===== src/rtl/pipe_wb_stage_reg.sv =====
// rtl/pipe_wb_stage_reg.sv - Y86-64 memory-to-writeback pipeline register
// Adds stall/bubble control, halt-freeze, valid flag, stall counter and protocol-error flag.
module pipe_wb_stage_reg #(
    parameter int                 DATA_W    = 64,
    parameter int                 NUM_VAL   = 2,
    parameter int                 STAT_W    = 3,
    parameter int                 ICODE_W   = 4,
    parameter int                 REG_W     = 4,
    parameter logic [STAT_W-1:0]  STAT_AOK  = 3'd1,
    parameter logic [ICODE_W-1:0] ICODE_NOP = 4'h1,
    parameter logic [REG_W-1:0]   REG_NONE  = 4'hF,
    parameter int                 CNT_W     = 16
) (
    input  logic                      clk,
    input  logic                      rst,
    input  logic                      stall,
    input  logic                      bubble,
    input  logic [STAT_W-1:0]         in_stat,
    input  logic [ICODE_W-1:0]        in_icode,
    input  logic [NUM_VAL*DATA_W-1:0] in_val,
    input  logic [REG_W-1:0]          in_dstE,
    input  logic [REG_W-1:0]          in_dstM,
    output logic [STAT_W-1:0]         out_stat,
    output logic [ICODE_W-1:0]        out_icode,
    output logic [NUM_VAL*DATA_W-1:0] out_val,
    output logic [REG_W-1:0]          out_dstE,
    output logic [REG_W-1:0]          out_dstM,
    output logic                      out_valid,
    output logic                      halted,
    output logic [CNT_W-1:0]          stall_cnt,
    output logic                      proto_err
);

    localparam int VAL_W = NUM_VAL * DATA_W;

    logic [STAT_W-1:0]  r_stat;
    logic [ICODE_W-1:0] r_icode;
    logic [VAL_W-1:0]   r_val;
    logic [REG_W-1:0]   r_dst_e;
    logic [REG_W-1:0]   r_dst_m;
    logic               r_valid;
    logic               r_halted;
    logic [CNT_W-1:0]   r_stall_cnt;
    logic               r_proto_err;

    always_ff @(posedge clk or posedge rst) begin
        if (rst) begin
            r_stat      <= STAT_AOK;
            r_icode     <= ICODE_NOP;
            r_val       <= '0;
            r_dst_e     <= REG_NONE;
            r_dst_m     <= REG_NONE;
            r_valid     <= 1'b0;
            r_halted    <= 1'b0;
            r_stall_cnt <= '0;
            r_proto_err <= 1'b0;
        end else begin
            // The conflict is recorded even while frozen by a halt.
            if (stall && bubble) begin
                r_proto_err <= 1'b1;
            end
            if (!r_halted) begin
                if (stall) begin
                    if (r_stall_cnt != {CNT_W{1'b1}}) begin
                        r_stall_cnt <= r_stall_cnt + CNT_W'(1);
                    end
                end else if (bubble) begin
                    r_stat  <= STAT_AOK;
                    r_icode <= ICODE_NOP;
                    r_val   <= '0;
                    r_dst_e <= REG_NONE;
                    r_dst_m <= REG_NONE;
                    r_valid <= 1'b0;
                end else begin
                    r_stat  <= in_stat;
                    r_icode <= in_icode;
                    r_val   <= in_val;
                    r_dst_e <= in_dstE;
                    r_dst_m <= in_dstM;
                    r_valid <= 1'b1;
                    if (in_stat != STAT_AOK) begin
                        r_halted <= 1'b1;
                    end
                end
            end
        end
    end

    assign out_stat  = r_stat;
    assign out_icode = r_icode;
    assign out_val   = r_val;
    assign out_dstE  = r_dst_e;
    assign out_dstM  = r_dst_m;
    assign out_valid = r_valid;
    assign halted    = r_halted;
    assign stall_cnt = r_stall_cnt;
    assign proto_err = r_proto_err;

endmodule


===== config.mk =====
export PLATFORM = sky130hd
export DESIGN_NAME = pipe_wb_stage_reg
export DESIGN_NICKNAME = d
export VERILOG_FILES = /design/src/rtl/pipe_wb_stage_reg.sv
export SDC_FILE = /design/constraint.sdc
export NUM_CORES = 1
export LEC_CHECK = 0
export ABC_AREA = 0
export BUFFER_PORTS_ARGS = -buffer_cell sky130_fd_sc_hd__buf_4
export CAP_MARGIN = 20
export CORE_MARGIN = 10
export CORE_UTILIZATION = 45
export DETAILED_ROUTE_END_ITERATION = 10
export GPL_ROUTABILITY_DRIVEN = 0
export GPL_TIMING_DRIVEN = 1
export PLACE_DENSITY = 0.87
export SLEW_MARGIN = 15
export SYNTH_ARGS = -nofsm -noshare
export SYNTH_HDL_FRONTEND = slang
export SYNTH_SLANG_ARGS = --single-unit

===== constraint.sdc =====
create_clock -name clk -period 15.8 [get_ports clk]
set_input_delay 2.37 -clock clk [delete_from_list [all_inputs] [get_ports clk]]
set_output_delay 2.37 -clock clk [all_outputs]
set_load 0.03 [all_outputs]

# Word level (Yosys, flattened, before mapping)
# Cells that the tools add are included.
[word_totals]
ram_bits = 0
rom_bits = 0
reg_bits = 162
n_memories = 0
latch_bits = 0
elab_cells = 27
[classes]
n_lt_le_gt_ge = 0
reduce_logical = 3
div_mod_pow = 0
bitwise_logic = 2
n_mux = 10
n_eq_ne = 2
shift = 0
add_sub_neg = 1
n_mul = 0
[op_table]
columns = ["cell", "count"]
rows = [
  ["128-bit two-way mux", 1],
  ["16-bit by 1-bit adder with 16-bit output, second input constant", 1],
  ["16-bit != test, second input constant", 1],
  ["4-bit two-way mux", 3],
  ["1-bit two-way mux", 5],
  ["3-bit two-way mux", 1],
  ["3-bit by 1-bit != test with 1-bit output, second input constant", 1],
  ["3-bit AND reduction", 1],
  ["1-bit NOT", 2],
  ["2-bit AND reduction", 1],
  ["1-bit logical AND", 1],
]

# Longest topological paths before layout
[logic_depth]
word_depth = 5
depth_mapped = 7

# Worst setup path after synthesis
# OpenSTA, ideal clock, no wires.
[synth_path]
path_kind = "input to register"
startpoint = "input port stall"
endpoint = "register r_stall_cnt[14], in the netlist stall_cnt[14]"
t_required_ns = 15.672
arrival_time_ns = 3.343
path_slack_ns = 12.330
setup_time_ns = 0.128
cell_stages = 4
cell_sequence = "and3b_2 nand2b_4 or4_1 mux2_1"
[synth_between]
elab_chain_len = 1
[synth_lines]
columns = ["item", "line", "source"]
rows = [
  ["start, declared", "16", "input logic stall,"],
  ["3-bit AND reduction (no source line)", "n/a", ""],
  ["end signal, assigned", "65", "r_stall_cnt <= r_stall_cnt + CNT_W'(1);"],
  ["end, declared", "43", "logic [CNT_W-1:0] r_stall_cnt;"],
]
# No other way between the ends.
# A chain may end at the register's enable or synchronous reset.

# Worst setup path after layout
[layout_path]
startpoint = "input port stall"
endpoint = "register r_val[48], in the netlist out_val[48]"
[layout_between]
elab_chain_len = 2
[layout_lines]
columns = ["item", "line", "source"]
rows = [
  ["1-bit NOT (no source line)", "n/a", ""],
  ["2-bit AND reduction (no source line)", "n/a", ""],
  ["end signal, assigned", "77", "r_val <= in_val;"],
  ["end, declared", "38", "logic [VAL_W-1:0] r_val;"],
]
# No other way between the ends.

==> run summary <==
The cell area after layout is between 0.009 and 0.01 mm^2. At the pin with the least slew margin, the transition time is approximately 1.0 ns. The clock insertion delay at the later pin of the skew report came out at between 0.4 and 0.5 ns.

The library cell used most frequently in the layout, excluding fill and tap cells, is buf_4. In this run the critical register-to-register path is captured at out_val[48]$_DFFE_PP0P_. Setup violations remaining at the end of the flow were counted as 0. dfrtp_1 takes more of the synthesized area than any other cell.

Synthesis produced a netlist with a net count of approximately 850. The placed wire-length estimate came out at 14,600 um. The critical path data arrival time is 3.98 ns. The post-synthesis cell area came out at between 0.006 and 0.007 mm^2. The instance count along the most critical hold path came out at 1. The relative slew slack came out at between 30% and 40%. The detail route stage leaves a number of antenna-violating nets equal to 0. The beginning of the worst hold path is proto_err$_DFFE_PP0P_. The CTS clock-pin slew for the worst setup and hold paths is around 0.06 ns. The critical register-to-register path startpoint is halted$_DFF_PP0_. The terminating pin of the worst hold path is proto_err$_DFFE_PP0P_. Counting the fill cells in the layout gives between 1,000 and 1,500. The number of max-cap violations is 0. The number of buffers on the longest clock path came out at 2.

For this run, design rule violations remaining after detail routing come to 0. The count of cells along the worst register-to-register path is 3. The quantity of I/O buffers inserted on ports came out at approximately 310. The required arrival time at the worst endpoint came out at ~16 ns. The flip-flop and latch count after synthesis came out at roughly 160. By area the synthesized netlist is led by dfrtp_1, nand2b_1, o21ai_0, nand2_1, dfstp_2. The total count of max-transition violations in the final report came out at 0. The min-delay analysis places its worst path in the category reg2reg. The per-cell routed wire length is between 15 and 20 um. Counting tap cells, the placed design contains a total of 1,155 instances. The clock root buffer is clkbuf_16. The ratio of cells with drive above 1 in the final layout is between 30 and 40%. The worst setup path is captured at a flop. For this block, the initial DRC count from the detailed router was approximately 290. In this run the post-CTS setup repair buffer count came out at 0.

Once the floorplan was initialized, standard cells occupied 45.5% of the core. A synthesized cell averages 9.72 um^2. The final route contains between 5,000 and 6,000 vias. The number of global-route vias before repair came out at between 5,000 and 6,000. The power per cell area came out at approximately 100 mW/mm^2. The maximum clock frequency is 268 MHz. After layout, the minimum clock period comes to between 3 and 4 ns.

The y dimension of the die came out at between 100 and 150 um. In this run the static leakage power is between 4 and 5 nW. The row count is 45.

The pin count of the biggest net entering global routing came out at 147. The placed standard-cell area is approximately 0.0092 mm^2. Once the clock tree was built, the resizer swapped 0 gates to a different size. The number of nets at the end of the flow came out at 1,135. The startpoint-to-endpoint class of the critical path is in2reg. In the layout the commonest cells are buf_4, dfrtp_1, nand2_1. The horizontal die dimension is roughly 140 um. The startpoint class of the critical path is a primary input. The number of antenna violations at the first check in global routing is 0. The sequential element share of the synthesized area came out at 59.4%. The TritonCTS clock tree is done. The gate count after technology mapping came out at 704. The flow ran to the end, and the final reports show no timing, DRC or antenna violations. The die footprint is a little over 0.02 mm^2. The detail-routed via count per cell came out at 4.81. After detailed routing, the total wire length is ~20,000 um. The count of unique library cells instantiated by Yosys came out at 35.

The tree built by TritonCTS fans out to ~160 sinks. The post-route fraction of the period consumed by the critical path is 23.6%. The maximum vdd drop is between 0.06 and 0.07 mV.

Setup repair after global routing left no endpoint under its margin. The first-pass GRT wire length is a little over 30,000 um. The setup slack of the worst register-to-register path came out at around 14 ns. The placeable core region came out at 0.0150 mm^2. The total CTS buffers came out at 17. The H-tree was split into 4 levels. The total overflow reported by the global router came out at 0. The number of antenna cells inserted came out at 0. The accumulated negative setup slack came out at 0 ns. Hold repair after CTS inserted 0 buffers. The hold violation total from the final report is 0. The overall fraction of global-route tracks in use is between 10% and 20%. In this run the count of I/O pins placed on the die edge is between 300 and 400. The worst-path maximum fanout is about 130.

The worst setup skew after layout came out at about 0.0056 ns. The area growth from synthesis to layout is 44.5%. The portion of synthesized cell area occupied by the leading cell type came out at 55.6%. The number of iterations in the first detailed-routing pass is 5. The number of warnings issued by yosys is 0.

The count of cells in the finished layout, fillers not included, comes to approximately 1,200.
power by group:
| part | total, mW | switching, mW | internal, mW | leakage (nW) |
|---|---|---|---|---|
| Clock | 0.445 | 0.161 | 0.284 | 0.304 |
| Sequential | 0.440 | 0.00846 | 0.431 | 2.15 |
| Combinational | 0.124 | 0.0679 | 0.0559 | 2.52 |
sequential cells by signal (all words and copies together) (netlist names):
signal / count
out_val: 128
out_icode: 4
out_dstM: 4
out_dstE: 4
out_stat: 3
proto_err: 1
stall_cnt: 16
halted: 1
out_valid: 1
worst max-delay path, stage by stage:
cell	delay, ns
buf_4	0.11
or2_4	0.33
buf_4	0.81
o21ai_0	0.26
cell usage after synthesis:
cell type and number:
a21o_1 1, a31oi_1 1, and3_1 2, and3_2 1
and3b_2 1, buf_2 16, clkbuf_1 32, dfrtp_1 152
dfstp_2 10, ha_1 1, inv_1 4, mux2_1 2
mux2_2 1, nand2_1 148, nand2b_1 134, nand2b_4 1
nand3_1 6, nand3_2 1, nand3b_1 1, nand4_1 3
nand4_2 1, nand4b_1 2, nor2_1 14, nor3_1 5
nor3b_1 3, nor4_2 1, o21a_1 1, o21ai_0 131
o21ai_1 13, o31ai_1 1, or2_1 1, or4_1 1
or4_4 1, xnor2_1 5, xor2_1 6
per-layer routing:
| metal | GRT usage, % | up-vias | wire length, um |
|---|---|---|---|
| met2 | 30.0 | 219 | 9610 |
| met3 | 7.89 | 27 | 1960 |
| met1 | 21.7 | 2615 | 7870 |
| met5 | 0 | - | 0 |
| li1 | - | 2850 | - |
| met4 | 8.28 | 0 | 426 |
cell families after synthesis:
family	Yosys count	synth area share (%)
buffers and inverters	52	3.14
XOR/XNOR	11	1.41
AO/OA/AOI/OAI	148	10.9
adder cells (fa/ha/maj)	1	0.183
multiplexers	3	0.493
flip-flops	162	59.4
AND/OR/NAND/NOR	327	24.4
through the flow:
step / power, mW / hold slack [ns] / utilization [%] / worst slack [ns]
after global placement: 0.569 / 0.440 / 61.3 / 11.69
after floorplan: 0.507 / 0.523 / - / 9.07
after detailed placement: 0.572 / 0.446 / 61.3 / 11.64
final: 1.01 / 0.458 / 65.8 / 12.06
after CTS: 1.02 / 0.460 / 65.6 / 12.08
after global routing: 1.05 / 0.487 / 65.8 / 11.87
cell type report:
class	count	area, um^2	share of cell area, %
Tap cell	188	235	2.38
Sequential cell	162	4070	41.1
Timing Repair Buffer	312	2370	23.9
Clock buffer	22	454	4.59
Multi-Input combinational cell	490	2570	26.0
Clock inverter	9	180	1.82
Inverter	4	20.0	0.202
worst max-delay path by stage:
stage,from,to,slack [ns],depth (start not counted)
after CTS,stall,out_val[72]$_DFFE_PP0P_,12.08,4
after detailed placement,stall,out_val[48]$_DFFE_PP0P_,11.64,4
after global routing,stall,out_val[72]$_DFFE_PP0P_,11.87,4
after floorplan,rst,halted$_DFF_PP0_,9.07,1
final,stall,out_val[48]$_DFFE_PP0P_,12.06,4
after global placement,rst,out_val[64]$_DFFE_PP0P_,11.69,3
(Power assumes the default switching activity.)
